<file path="config.mk">
export PLATFORM = sky130hd
export DESIGN_NAME = uart_rx_param_flat
export DESIGN_NICKNAME = d
export VERILOG_FILES = /design/src/rtl/uart_pkg.sv /design/src/rtl/uart_rx_param_if.sv /design/src/rtl/uart_baud_tick.sv /design/src/rtl/uart_rx_param.sv /design/src/flat_wrapper.sv
export SDC_FILE = /design/constraint.sdc
export NUM_CORES = 1
export LEC_CHECK = 0
export ABC_AREA = 0
export CORE_MARGIN = 1.5
export CORE_UTILIZATION = 45
export DETAILED_ROUTE_END_ITERATION = 8
export HOLD_SLACK_MARGIN = 0.12
export PLACE_DENSITY = 0.73
export SLEW_MARGIN = 20
export SYNTH_ARGS = -nofsm -noshare
export SYNTH_HDL_FRONTEND = slang
export SYNTH_SLANG_ARGS = --single-unit
</file>
<file path="constraint.sdc">
create_clock -name clk -period 2.04 [get_ports clk]
set_input_delay 0.51 -clock clk [delete_from_list [all_inputs] [get_ports clk]]
set_output_delay 0.51 -clock clk [all_outputs]
set_load 0.005 [all_outputs]
</file>
<file path="src/rtl/uart_pkg.sv">
// Shared definitions for the parametrised UART receiver and the baud tick block.
// Contents: state encoding, parity mode codes and the oversample divisor function.
package uart_pkg;

  typedef enum logic [2:0] {
    IDLE      = 3'd0,
    START     = 3'd1,
    DATA      = 3'd2,
    PARITY    = 3'd3,
    STOP      = 3'd4,
    IDLE_HOLD = 3'd5
  } state_t;

  localparam int unsigned PAR_NONE = 0;
  localparam int unsigned PAR_ODD  = 1;
  localparam int unsigned PAR_EVEN = 2;

  // Clocks per 16x oversample tick, rounded to nearest.
  function automatic int unsigned calc_div(input int unsigned clk_freq,
                                           input int unsigned baud);
    return (clk_freq + baud * 8) / (baud * 16);
  endfunction

endpackage

</file>
<file path="src/rtl/uart_rx_param_if.sv">
// Received-frame handshake bundle between the UART receiver and its consumer.
// Signals: data (received word), valid, ready, parity_err, frame_err, overrun (sticky).
// master = receiver side, slave = consumer side.
interface uart_rx_param_if #(
  parameter int unsigned DATA_BITS = 8
);
  logic [DATA_BITS-1:0] data;
  logic                 valid;
  logic                 ready;
  logic                 parity_err;
  logic                 frame_err;
  logic                 overrun;

  modport master (
    output data, valid, parity_err, frame_err, overrun,
    input  ready
  );

  modport slave (
    input  data, valid, parity_err, frame_err, overrun,
    output ready
  );
endinterface

</file>
<file path="src/rtl/uart_baud_tick.sv">
// Oversample tick generator: one-clk tick every DIV clocks.
// Ports: clk, reset_n (sync, active low), sync_clr (restart phase), tick.
module uart_baud_tick #(
  parameter int unsigned DIV = 651
) (
  input  logic clk,
  input  logic reset_n,
  input  logic sync_clr,
  output logic tick
);
  localparam int unsigned CW = (DIV > 1) ? $clog2(DIV) : 1;

  logic [CW-1:0] cnt;

  always_ff @(posedge clk) begin
    if (!reset_n || sync_clr) begin
      cnt  <= '0;
      tick <= 1'b0;
    end else if (cnt == CW'(DIV - 1)) begin
      cnt  <= '0;
      tick <= 1'b1;
    end else begin
      cnt  <= cnt + 1'b1;
      tick <= 1'b0;
    end
  end
endmodule

</file>
<file path="src/rtl/uart_rx_param.sv">
// Parametrised UART receiver: 16x oversampling, 2-of-3 majority bit decision,
// optional parity, valid/ready output with per-frame error flags and sticky overrun.
// Ports: clk, reset_n (sync, active low), RsRx (async serial in, idles high),
//        rx_if (master: data/valid/parity_err/frame_err/overrun out, ready in),
//        break_det (only when UART_RX_BREAK_DETECT_EN is defined).
// Macro UART_RX_BREAK_DETECT_EN: swallow all-zero frames, pulse break_det, wait for line high.
module uart_rx_param #(
  parameter int unsigned CLK_FREQ  = 100000000,
  parameter int unsigned BAUD      = 9600,
  parameter int unsigned DATA_BITS = 8,
  parameter int unsigned PARITY    = 0,
  parameter int unsigned STOP_BITS = 1,
  parameter int unsigned DIV       = uart_pkg::calc_div(CLK_FREQ, BAUD)
) (
  input  logic            clk,
  input  logic            reset_n,
  input  logic            RsRx,
  uart_rx_param_if.master rx_if
`ifdef UART_RX_BREAK_DETECT_EN
  ,
  output logic            break_det
`endif
);
  import uart_pkg::*;

  localparam int unsigned BW = $clog2(DATA_BITS + 1);

  // Elaboration-time parameter legality.
  if (DIV < 2) begin : g_div_chk
    $error("uart_rx_param: DIV must be at least 2");
  end
  if (DATA_BITS < 5 || DATA_BITS > 9) begin : g_bits_chk
    $error("uart_rx_param: DATA_BITS must be 5..9");
  end
  if (PARITY > PAR_EVEN) begin : g_par_chk
    $error("uart_rx_param: PARITY must be 0, 1 or 2");
  end
  if (STOP_BITS < 1 || STOP_BITS > 2) begin : g_stop_chk
    $error("uart_rx_param: STOP_BITS must be 1 or 2");
  end

  state_t               state, state_nxt;
  logic                 rx_m, rx_s;
  logic                 tick, sync_clr_c;
  logic [3:0]           samp_cnt;
  logic [BW-1:0]        bit_idx;
  logic                 s7, s8;
  logic [DATA_BITS-1:0] shreg;
  logic                 par_err_q;
  logic                 decide_c, bit_end_c, bit_val_c, commit_c, break_c;
`ifdef UART_RX_BREAK_DETECT_EN
  logic                 par_bit;
`endif

  // Two-flop synchroniser on the raw serial pin.
  always_ff @(posedge clk) begin
    if (!reset_n) begin
      rx_m <= 1'b1;
      rx_s <= 1'b1;
    end else begin
      rx_m <= RsRx;
      rx_s <= rx_m;
    end
  end

  uart_baud_tick #(.DIV(DIV)) u_tick (
    .clk      (clk),
    .reset_n  (reset_n),
    .sync_clr (sync_clr_c),
    .tick     (tick)
  );

  // State register.
  always_ff @(posedge clk) begin
    if (!reset_n) state <= IDLE;
    else          state <= state_nxt;
  end

  // Next-state logic.
  always_comb begin
    state_nxt = state;
    case (state)
      IDLE:      if (!rx_s) state_nxt = START;
      START: begin
        if (decide_c && bit_val_c) state_nxt = IDLE;   // false start
        else if (bit_end_c)        state_nxt = DATA;
      end
      DATA: begin
        if (bit_end_c && bit_idx == BW'(DATA_BITS))
          state_nxt = (PARITY != PAR_NONE) ? uart_pkg::PARITY : STOP;
      end
      uart_pkg::PARITY: if (bit_end_c) state_nxt = STOP;
      STOP:      if (decide_c) state_nxt = break_c ? IDLE_HOLD : IDLE;
      IDLE_HOLD: if (rx_s) state_nxt = IDLE;
      default:   state_nxt = IDLE;
    endcase
  end

  // Control strobes decoded from state and oversample position.
  always_comb begin
    sync_clr_c = (state == IDLE) || (state == IDLE_HOLD);
    decide_c   = tick && (samp_cnt == 4'd9);
    bit_end_c  = tick && (samp_cnt == 4'd15);
    bit_val_c  = (s7 & s8) | (s7 & rx_s) | (s8 & rx_s);
`ifdef UART_RX_BREAK_DETECT_EN
    break_c    = (state == STOP) && decide_c && !bit_val_c && (shreg == '0) && !par_bit;
`else
    break_c    = 1'b0;
`endif
    commit_c   = (state == STOP) && decide_c && !break_c;
  end

  // Oversample counters and frame assembly.
  always_ff @(posedge clk) begin
    if (!reset_n || state == IDLE) begin
      samp_cnt  <= '0;
      bit_idx   <= '0;
      s7        <= 1'b1;
      s8        <= 1'b1;
      shreg     <= '0;
      par_err_q <= 1'b0;
`ifdef UART_RX_BREAK_DETECT_EN
      par_bit   <= 1'b0;
`endif
    end else begin
      if (tick) samp_cnt <= samp_cnt + 4'd1;
      if (tick && samp_cnt == 4'd7) s7 <= rx_s;
      if (tick && samp_cnt == 4'd8) s8 <= rx_s;
      if (decide_c && state == DATA) begin
        shreg   <= {bit_val_c, shreg[DATA_BITS-1:1]};
        bit_idx <= bit_idx + 1'b1;
      end
      if (decide_c && state == uart_pkg::PARITY) begin
        // Data plus parity bit must have odd weight for odd parity, even for even.
        par_err_q <= ((^shreg) ^ bit_val_c) != (PARITY == PAR_ODD);
`ifdef UART_RX_BREAK_DETECT_EN
        par_bit   <= bit_val_c;
`endif
      end
    end
  end

  // Output register: commit, handshake and overrun.
  always_ff @(posedge clk) begin
    if (!reset_n) begin
      rx_if.data       <= '0;
      rx_if.valid      <= 1'b0;
      rx_if.parity_err <= 1'b0;
      rx_if.frame_err  <= 1'b0;
      rx_if.overrun    <= 1'b0;
    end else if (commit_c) begin
      if (!rx_if.valid || rx_if.ready) begin
        rx_if.data       <= shreg;
        rx_if.parity_err <= (PARITY != PAR_NONE) && par_err_q;
        rx_if.frame_err  <= !bit_val_c;
        rx_if.valid      <= 1'b1;
      end else begin
        rx_if.overrun    <= 1'b1;
      end
    end else if (rx_if.valid && rx_if.ready) begin
      rx_if.valid <= 1'b0;
    end
  end

`ifdef UART_RX_BREAK_DETECT_EN
  always_ff @(posedge clk) begin
    if (!reset_n) break_det <= 1'b0;
    else          break_det <= break_c;
  end
`endif

endmodule

</file>
<file path="src/flat_wrapper.sv">
// flat-port wrapper written by rule: the top's interface ports become plain ports
module uart_rx_param_flat import uart_pkg::*;
#(
  parameter int unsigned CLK_FREQ  = 100000000,
  parameter int unsigned BAUD      = 9600,
  parameter int unsigned DATA_BITS = 8,
  parameter int unsigned PARITY    = 0,
  parameter int unsigned STOP_BITS = 1,
  parameter int unsigned DIV       = uart_pkg::calc_div(CLK_FREQ, BAUD)
)
  (clk, reset_n, RsRx, rx_if_data, rx_if_valid, rx_if_parity_err, rx_if_frame_err, rx_if_overrun, rx_if_ready);
  uart_rx_param_if #(.DATA_BITS(DATA_BITS)) rx_if_i ();
  input  logic clk;
  input  logic reset_n;
  input  logic RsRx;
  output wire logic [$bits(rx_if_i.data)-1:0] rx_if_data;
  output wire logic [$bits(rx_if_i.valid)-1:0] rx_if_valid;
  output wire logic [$bits(rx_if_i.parity_err)-1:0] rx_if_parity_err;
  output wire logic [$bits(rx_if_i.frame_err)-1:0] rx_if_frame_err;
  output wire logic [$bits(rx_if_i.overrun)-1:0] rx_if_overrun;
  input wire logic [$bits(rx_if_i.ready)-1:0] rx_if_ready;
  assign rx_if_data = rx_if_i.data;
  assign rx_if_valid = rx_if_i.valid;
  assign rx_if_parity_err = rx_if_i.parity_err;
  assign rx_if_frame_err = rx_if_i.frame_err;
  assign rx_if_overrun = rx_if_i.overrun;
  assign rx_if_i.ready = rx_if_ready;
  uart_rx_param #(.CLK_FREQ(CLK_FREQ), .BAUD(BAUD), .DATA_BITS(DATA_BITS), .PARITY(PARITY), .STOP_BITS(STOP_BITS), .DIV(DIV)) u_core (.clk(clk), .reset_n(reset_n), .RsRx(RsRx), .rx_if(rx_if_i));
endmodule
</file>
* Yosys cells after proc, flatten, opt, wreduce, memory -nomap -nowiden
Cells that the tools add are included.
W data, S select, Z words.
** Storage, ports and cells
- Bits in registers :: 45
- Input port bits :: 4
- Output and inout bits :: 12
- Word-level logic and storage cells :: 76
** Operators by class
- Add/sub/neg operators :: 3
- Equal/unequal tests :: 18
- Multiplexer cells :: 12
- Bitwise gates (word level) :: 6
- Reductions and logical operators :: 23
** Operators by type and width (count)
- $mux W3 :: 7
- $pmux W3 S6 :: 1
- $eq A4 B4 Y1 const B :: 4
- $add A10 B1 Y10 const B :: 1
- $eq A10 B10 Y1 const B :: 1
- $logic_and A1 B1 Y1 :: 9
- $add A4 B1 Y4 const B :: 2
- $ne A2 B1 Y1 const B :: 4
- $eq A3 B2 Y1 const B :: 2
- $eq A3 B3 Y1 const B :: 2
- $reduce_and A2 Y1 :: 3
- $reduce_and A6 Y1 :: 1
- $eq A4 B3 Y1 const B :: 1
- $logic_or A1 B1 Y1 :: 4
- $mux W1 :: 4
- $ne A2 B2 Y1 const B :: 2
- $and A1 B1 Y1 :: 3
- $eq A3 B1 Y1 const B :: 1
- $logic_not A1 Y1 :: 3
- $logic_not A3 Y1 :: 1
- $ne A3 B1 Y1 const B :: 1
- $or A1 B1 Y1 :: 2
- $reduce_bool A2 Y1 :: 1
- $reduce_or A2 Y1 :: 1
- $not A1 Y1 :: 1

* Longest topological paths before layout
- Word-level depth :: 6
- Gate-level depth with buffers :: 8
- Mapped depth without buffers :: 6

* Cells and area by module
A second synthesis with hierarchy kept.
** Unflattened totals
- Cell total of the unflattened synthesis :: 202
- Area, all modules :: 2055.7 sq um
** Modules (own cells, without submodules)
- uart_rx_param :: instances 1, cells each 149, area each 1541.5 sq um, sequential area each 680.7 sq um
- uart_baud_tick :: instances 1, cells each 53, area each 514.2 sq um, sequential area each 220.2 sq um

* Least setup slack after synthesis
OpenSTA, ideal clock, no wires.
- Kind :: reg2reg
- From :: register u_core.samp_cnt[0]
- To :: register u_core.rx_if.data[0]
- Setup time :: 0.121 ns
- Data arrival time :: 1.459 ns
- Required time :: 1.919 ns
- Setup slack :: 0.460 ns
- Cell stages (with the launch flop) :: 7
- Buffers on the path :: 2
- Clock period less this slack :: 1.580 ns
- Path through :: dfxtp_1 ha_1 and4b_1 buf_4 nor4b_4 buf_6 o21ai_0
** Between the ends
- Word-level cells in the longest chain between the ends :: 4
** Ends and longest elaborated chain
- from (decl) :: RTL line uart_rx_param.sv:45 : logic [3:0] samp_cnt;
- from (signal assigned) :: RTL line uart_rx_param.sv:126 : if (tick) samp_cnt <= samp_cnt + 4'd1;
- $eq A4 B4 Y1 :: RTL line uart_rx_param.sv:102 : decide_c = tick && (samp_cnt == 4'd9);
- $logic_and A1 B1 Y1 :: RTL line uart_rx_param.sv:102
- $logic_and A1 B1 Y1 :: RTL line uart_rx_param.sv:110 : commit_c = (state == STOP) && decide_c && !break_c;
- $reduce_and A2 Y1 (no source line)
- to (signal assigned) :: RTL line uart_rx_param.sv:153 : rx_if.data <= shreg;
- to (decl) :: RTL line uart_rx_param_if.sv:15 : output data, valid, parity_err, frame_err, overrun,
No other way between the ends.
A chain may end at the register's enable or synchronous reset.

* Final worst setup path
- From :: register u_core.samp_cnt[0]
- To :: register u_core.rx_if.data[5]
Same word-level chain as after synthesis.

==> metrics.txt <==
outcome=complete, no violations; period utilisation layout=82.6%; DRC violation count after routing=0; Top Ports=16; Hold Buf Count CTS=0; drt pass-1 iters=4; Post-synth EDFFs=0; Top delay family on crit path=simple AND/OR/NAND/NOR gates; vias in the first global route=1,299; largest net degree at the start of global routing=22; Syn Area/Cell=9.15 um2; Max VDD drop=0.578 mV; PostCTS Resize Cnt=0; die width=69.1 um; TritonCTS Buffers=5; layout cells sized above 1=9.05%; # fillers=383; GRT Resource Usage Total=14.9%; total grt overflow=0; Yosys top cell area share=45.8%; critical-path cell list=ha_1 -> and4b_1 -> nor4b_4 -> buf_4 -> nand3_1 -> o21ai_0; core area=0.00409 mm2; worst setup margin=0.354 ns; first-pass GRT wire length=5790 um; register area=901 um2; root buf cell=clkbuf_8; CP max-delay cell=dfxtp_1; RSZ-0062 raised after global routing=false; power per cell area=751 mW/mm2; MaxCap Viol Count=0; critical path launch point type=register; Hold Fails Final Rpt=0; share of the yosys chip area belonging to registers=45.8%; Post-Route WL=3280 um; H-tree lvl count=2; minimum clock period=1.69 ns; post-CTS setup buffers=0; Crit. End Element=register; worst skew pair latency=0.29 ns; Synth Flop Type=dfxtp_1; nets@finish=242; Die H=69.1 um; critical path's largest stage delay=0.42 ns; overall die area=0.00478 mm2; post-synth cell types=44; Vias=1,459; n_diodes=0; Via density=5.17; CP Buf/Inv Count=1; Final TNS setup=0 ns; Worst Hold Class=reg -> reg; Slew HR=58.5%; CP Data Required Time=2.27 ns; Detailed Route Iter0 Violations=85; initial antenna violation count=0; Placer Congestion=0.871; Initial Util=48.1%; syn_nets=226; IO buf count=14; Setup Slack @ Placement=0.176 ns; Worst Path Arrival=1.91 ns; Yosys reg bits=45; Syn. warnings=0; Cells after Synth=215; achievable frequency=593 MHz; cell type with the largest total area after synthesis=dfxtp_1; Max Transition Viols Final=0; Layout Skew=0.00541 ns; critical path fanouts, max=14; CTS tree=built; synthesized cell area=0.00197 mm2; Final Setup Violations=0; Pleak=0.832 nW; row count=23; Area contributors post-synth=dfxtp_1 (46%), nor2_1 (6.7%), mux2i_1 (5.1%), ha_1 (4.5%), xnor2_1 (4.5%); DP HPWL=2220 um; multi-input logic area=968 um2; clock slew at reported path FFs=0.09 ns; Hold WS=0.427 ns; Max Root-Sink Buffers=2; Worst-Margin Slew=0.619 ns; post-synthesis async set-or-reset flop share=0%; clk sink count=45; routed len/inst=11.6 um; Syn-to-layout area delta=17.0%; antenna-violating nets left=0; CP Class=reg -> reg
==> cells in the final DEF, fill, tap and decap left out, drive strengths merged, types with 2 or more instances in the layout <==
master / count
nand3b: 2
nor3: 2
nor3b: 3
nand3: 16
nand4b: 2
a211o: 2
xnor2: 10
ha: 7
a21oi: 2
dfxtp: 45
inv: 10
nand2b: 4
nand4: 2
o21a: 2
clkdlybuf4s50: 14
nor2: 35
buf: 6
o21ai: 9
bufinv: 2
clkbuf: 5
a211oi: 3
mux2i: 10
nor4b: 2
xor2: 5
nand2: 18
==> layout make-up <==
type	count	area share, %
well taps	50	2.72
clock buffers	5	2.99
repair buffers	20	8.59
multi-input cells	150	42.1
flip-flops and latches	45	39.2
inverters	9	1.47
clock inverters	3	2.99
==> path summary, 6_finish.rpt <==
path,start,to,slack (ns),cells after the start
setup / recovery,u_core.samp_cnt[0],u_core.rx_if.data[5],0.35,6
hold / removal,u_core.rx_m,u_core.rx_s,0.43,1
setup reg to reg,u_core.samp_cnt[0],u_core.rx_if.data[5],0.35,6
hold reg to reg,u_core.rx_m,u_core.rx_s,0.43,1
==> power by group <==
group | switching, mW | internal, mW
clock | 0.310 | 0.493
sequential | 0.00470 | 0.881
combinational | 0.0217 | 0.0166
total | 0.337 | 1.39
==> Yosys cell counts (all sizes together), types with 3 or more instances <==
library cell / n
clkbuf: 4
xnor2: 10
xor2: 5
nand2b: 4
dfxtp: 45
nand2: 18
buf: 7
mux2i: 10
a211oi: 3
inv: 9
ha: 7
nor3b: 3
o21ai: 9
nand3: 16
nor2: 35
==> metal layers <==
layer  GRT usage (%)  vias to the layer above  routed length, um
met5               0                        -                  0
met4            4.58                        0                 20
li1                -                      755                  -
met2            21.8                       31               1460
met3            5.26                        2                139
met1            20.5                      671               1650
==> per-stage QoR <==
step / util [%] / instances / total power [mW] / cell area, um2
after CTS: 56.3 / 282 / 1.74 / 2300
after global placement: 52.9 / 274 / 0.944 / 2160
after floorplan: - / 215 / 0.930 / 1970
final: 56.3 / 282 / 1.73 / 2300
after detailed placement: 52.9 / 274 / 0.945 / 2160
after global routing: 56.3 / 282 / 1.80 / 2300
==> cell families (layout without fill, tap and decap cells) <==
kind of cell,Yosys count,in the layout,share of synthesized area (%)
AOI/OAI and AO/OA,23,23,8.33
xor gates and xnor gates,15,15,6.68
adders and majority gates,8,8,4.96
buffers and inverters,20,37,4.96
DFF,45,45,45.8
muxes,10,10,5.09
other,1,1,0.191
and+or+nand+nor,93,93,24.0
==> state kept, by name, indices dropped and copies added (netlist names), 3 cells and up <==
signal / flops
u_core.bit_idx: 4
u_core.samp_cnt: 4
u_core.shreg: 8
u_core.state: 3
u_core.rx_if.data: 8
u_core.u_tick.cnt: 10
No activity file was read; power rests on OpenSTA's default activity.
==> patch 1: new RTL, same settings <==
One comparison of `samp_cnt` changes from == to >=.
--- a/src/rtl/uart_rx_param.sv
+++ b/src/rtl/uart_rx_param.sv
@@ -99,7 +99,7 @@
   // Control strobes decoded from state and oversample position.
   always_comb begin
     sync_clr_c = (state == IDLE) || (state == IDLE_HOLD);
-    decide_c   = tick && (samp_cnt == 4'd9);
+    decide_c   = tick && (samp_cnt >= 4'd9);
     bit_end_c  = tick && (samp_cnt == 4'd15);
     bit_val_c  = (s7 & s8) | (s7 & rx_s) | (s8 & rx_s);
 `ifdef UART_RX_BREAK_DETECT_EN
Formal check against the unedited RTL: same outputs for any inputs over 10 cycles, from zero or initial values and one cycle with reset_n low; that may be too few to reach the edited logic, so the function may still have changed.
==> patch 1 against the original RTL <==
- synthesized area rose by 5.0%
- critical path depth did not move
- sequential cell count did not move
- non-clock buffer count rose by 7
- global-route usage rose by 0.26 points
- routed wire length rose by 7.5%
- core utilization fell by 1.4 points
- setup slack got worse by 0.11 ns
- sequential share of layout area fell by 1.7 points
- count of clock-buffer cells in the layout did not move
- cell area rose by 4.6%
- critical path type unchanged
- critical endpoint is now u_core.state[1]$_SDFFE_PN0P_
- largest cell class unchanged
- highest routed layer unchanged
Power is not compared: it rests on default switching activity, and its combinational part moved more than twofold at a synthesized area within 25%.
==> patch 1: results (changes against the original RTL) <==
synthesis:
  syn_nets: 219  # -3.1%
  synth.distinct_cells: 47  # +6.8%
  synth_flop_cell: "dfxtp_1"
  yosysSeqAreaShare: 0.4364  # -0.02165
  yosysWarnings: 0  # unchanged
  avgSynthCellArea_um2: 9.973  # +9.0%
  synth.area.top_cells: "dfxtp_1 (44%), mux2i_1 (10%), nor2_1 (7.3%), ha_1 (4.8%), xor2_1 (3.4%)"
  synthTopCellsByCount: "dfxtp_1 (45), nor2_1 (40), mux2i_1 (21)"
final_layout:
  diodes: 0  # unchanged
  multiInputGateArea_mm2: 0.001067  # +10%
  fin_nets: 243  # +0.41%
  fin_area_mm2: 0.002407  # +4.6%
  top_regs: "u_core.u_tick.cnt: 10 flops, u_core.rx_if.data: 8 flops, u_core.shreg: 8 flops"
  design.seq.count: 45  # unchanged
  num-multi-input-gates: 143  # -4.7%
  buffer_area_frac: 0.1040  # +0.01803
  final_cells: 284  # +0.71%
  layout-drive-gt1-share: 0.1509  # +0.06034
  fillers: 414  # +8.1%
  final-clk-cell-share: 0.03742  # -0.02239
  signal_buffers: 27  # +35%
drt:
  vias_per_cell: 5.039  # -2.6%
  dr.first_iter.drc_count: 38  # -55%
  drt-pass1-iter-count: 4  # unchanged
  wl_per_cell_um: 12.39  # +6.7%
global_route:
  grtUsageTotal: 0.1513  # +0.002644
  grt_pass1_wl_um: 6058  # +4.6%
  grt_pass1_vias: 1395  # +7.4%
  grt_max_degree: 16  # -27%
placement:
  port_buffers: 14  # unchanged
  gp_congestion: 0.7655  # -12%
  place_area_mm2: 0.002311  # +6.8%
  hpwlAfterDp_um: 2584  # +16%
  dp_slack_ns: 0.05065  # -0.1257 ns
setup_path:
  worst_path_max_delay_cell: "or3b_1"
  crit_fanout: 4  # -10
  crit_arrival_ns: 2.00  # +0.09 ns
  slowest_delay_ns: 0.41
  cp_top_family: "compound AO/OA/AOI/OAI gates"
  r2r_end: "u_core.state[1]$_SDFFE_PN0P_"
  timing.rr.start: "u_core.samp_cnt[0]$_SDFFE_PP0P_"
  reg2regPathDepth: 6  # unchanged
timing:
  fin_worst_skew_ns: 0.004063  # -0.001342 ns
  tightest_slew_ns: 0.6222  # +0.003407 ns
  worst_slack_ns: 0.2405  # -0.1136 ns
  fin_hold_ws_ns: 0.4123  # -0.01485 ns
hold_path:
  min_path_cells: 1  # unchanged
cts:
  htreeDepth: 2  # unchanged
  max-clock-path-buffers: 2  # unchanged
status:
  status: "finished, final reports clean"
[patch 1: metal layers]
layer / GRT usage / vias to the layer above / wire (µm)
met1: 0.1925 / 670 / 1745
met5: 0 / - / 0
met3: 0.03419 / 6 / 105
li1: - / 743 / -
met2: 0.2451 / 12 / 1621
met4: 0.06918 / 0 / 48
[patch 1: repair_timing]
item                       in CTS  in global routing
resized for setup               0                  1
hold buffers                    0                  0
setup endpoints to repair       0                 10
[patch 1: cells by family after synthesis]
| kind of cell | synth area share |
|---|---|
| DFF | 0.4364 |
| other | 0.001816 |
| AOI/OAI and AO/OA | 0.06667 |
| adders and majority gates | 0.05334 |
| xor gates and xnor gates | 0.06364 |
| buffers and inverters | 0.04969 |
| and+or+nand+nor | 0.2267 |
| muxes | 0.1018 |
[patch 1: power by group]
part           internal (mW)  total, mW  switching (mW)
logic                 0.0806      0.184           0.104
clock network          0.243      0.562           0.319
registers              0.892      0.901         0.00932
==> patch 2: new RTL, same flow settings <==
Made on the original files. `PARITY` is set to 0 in 2 places; all go to 1.
--- a/src/rtl/uart_rx_param.sv
+++ b/src/rtl/uart_rx_param.sv
@@ -8,7 +8,7 @@
   parameter int unsigned CLK_FREQ  = 100000000,
   parameter int unsigned BAUD      = 9600,
   parameter int unsigned DATA_BITS = 8,
-  parameter int unsigned PARITY    = 0,
+  parameter int unsigned PARITY    = 1,
   parameter int unsigned STOP_BITS = 1,
   parameter int unsigned DIV       = uart_pkg::calc_div(CLK_FREQ, BAUD)
 ) (
--- a/src/flat_wrapper.sv
+++ b/src/flat_wrapper.sv
@@ -4,7 +4,7 @@
   parameter int unsigned CLK_FREQ  = 100000000,
   parameter int unsigned BAUD      = 9600,
   parameter int unsigned DATA_BITS = 8,
-  parameter int unsigned PARITY    = 0,
+  parameter int unsigned PARITY    = 1,
   parameter int unsigned STOP_BITS = 1,
   parameter int unsigned DIV       = uart_pkg::calc_div(CLK_FREQ, BAUD)
 )
Behaviour: same outputs for any inputs over 10 cycles, from zero or initial values and one cycle with reset_n low; that may be too few to reach the edited logic, so the function may still have changed.
==> patch 2 against the original RTL <==
- cell area up 2.6%
- count of clock-buffer cells in the layout rose by 1
- sequential cell count up 2
- sequential power is 6.0% higher
- routed wire length increased by 6.3%
- setup slack got worse by 0.072 ns
- critical path depth shrank 1
- synthesized area grew 7.3%
- sequential share of layout area grew 0.72 points
- non-clock buffer count is 1 lower
- power decreased by 10%
- synthesized cell count is 9.3% higher
- clock skew is 0.0045 ns higher
==> patch 2: results (changes against the original RTL) <==
status:
  status: "finished, final reports clean"
placement:
  dp_slack_ns: 0.1059  # -0.07043 ns
  gp_congestion: 0.8109  # -6.9%
  hpwlAfterDp_um: 2403  # +8.3%
  port_buffers: 15  # +1
pwr:
  vdd_drop_max_mv: 0.2890  # -50%
  p_leak_nw: 0.7765  # -6.6%
cts:
  max-clock-path-buffers: 2  # unchanged
  htreeDepth: 2  # unchanged
drt:
  vias: 1566  # +7.3%
  antenna_left: 0  # unchanged
  wl_per_cell_um: 11.53  # -0.72%
  drt-pass1-iter-count: 6  # +2
  dr.first_iter.drc_count: 91  # +7.1%
synthesis:
  yosysSeqAreaShare: 0.4458  # -0.01225
  syn_nets: 246  # +8.8%
  synth.distinct_cells: 41  # -6.8%
  synthTopCellsByCount: "dfxtp_1 (47), nand2_1 (35), nor2_1 (26)"
  synth.area.top_cells: "dfxtp_1 (45%), nand2_1 (6.2%), xnor2_1 (5.4%), a21oi_1 (4.7%), nor2_1 (4.6%)"
global_route:
  grt_max_degree: 17  # -23%
  grt_pass1_wl_um: 6003  # +3.7%
  grtUsageTotal: 0.1489  # +0.0003125
  grt_pass1_vias: 1404  # +8.1%
setup_path:
  timing.rr.start: "u_core.samp_cnt[0]$_SDFFE_PP0P_"
  r2r_end: "u_core.rx_if.frame_err$_SDFFE_PN0P_"
  crit_arrival_ns: 1.98  # +0.07 ns
  rrSetupSlack_ns: 0.28  # -0.07 ns
  reg2regPathDepth: 5  # -1
  crit_fanout: 11  # -3
timing:
  finalCritPeriodShare: 0.8618  # +0.03543
  slew_headroom: 0.5566  # -0.02838
  fin_worst_skew_ns: 0.009924  # +0.004518 ns
  fin_hold_ws_ns: 0.4092  # -0.01794 ns
final_layout:
  fillers: 433  # +13%
  fin_nets: 261  # +7.9%
  layout-drive-gt1-share: 0.07600  # -0.01452
  diodes: 0  # unchanged
patch 2: worst max path at each step:
stage,to,cells after the start,start
4_1_cts,u_core.rx_if.frame_err$_SDFFE_PN0P_,5,u_core.samp_cnt[0]$_SDFFE_PP0P_
3_5_place_dp,u_core.rx_if.frame_err$_SDFFE_PN0P_,5,rx_if_ready
3_3_place_gp,u_core.rx_if.frame_err$_SDFFE_PN0P_,5,rx_if_ready
2_1_floorplan,u_core.state[0]$_SDFFE_PN0P_,5,u_core.samp_cnt[0]$_SDFFE_PP0P_
6_report,u_core.rx_if.frame_err$_SDFFE_PN0P_,5,u_core.samp_cnt[0]$_SDFFE_PP0P_
5_1_grt,u_core.rx_if.data[1]$_SDFFE_PN0P_,5,u_core.samp_cnt[0]$_SDFFE_PP0P_
patch 2: area by class of cell:
type                       count  area, µm²  area share
multi-input combinational    169       1056      0.4475
sequential                    47      940.9      0.3987
timing repair buffer          19      180.2     0.07635
clock buffer                   6      82.58     0.03499
tap                           52      65.06     0.02757
inverter                       8      30.03     0.01273
clock inverter                 1      5.005    0.002121
patch 2: cell families (layout without fill, tap and decap cells):
| family | after synthesis | count (layout) | synth area share |
|---|---|---|---|
| compound gates | 33 | 33 | 0.1073 |
| flops | 47 | 47 | 0.4458 |
| buf+inv | 19 | 34 | 0.05394 |
| mux | 1 | 1 | 0.004742 |
| simple gates | 104 | 104 | 0.2383 |
| xor+xnor | 23 | 23 | 0.1020 |
| fa+ha+maj | 8 | 8 | 0.04801 |
patch 2: power by group:
group | leakage, nW | switching, mW | total, mW | internal (mW)
Combinational | 0.350 | 0.0315 | 0.0548 | 0.0233
Clock | 0.0470 | 0.290 | 0.556 | 0.266
Sequential | 0.379 | 0.0156 | 0.939 | 0.924
patch 2: stage by stage:
step           total power, mW  cells  area, µm²
3_3_place_gp             1.015    295       2272
6_report                 1.550    302       2360
4_1_cts                  1.570    302       2360
3_5_place_dp             1.016    295       2272
2_1_floorplan            1.002    235       2111
5_1_grt                  1.621    302       2360
patch 2: worst max-delay path: stages, from the launching register on:
cell and delay, ns:
dfxtp_1 0.42, ha_1 0.16, and4b_1 0.34, and4_1 0.49
nor2_1 0.10, a211oi_2 0.19
patch 2: metal layers:
metal	track usage	wire length, µm
met5	0	0
met2	0.2471	1575
met1	0.1846	1770
met3	0.03376	89
met4	0.06918	46
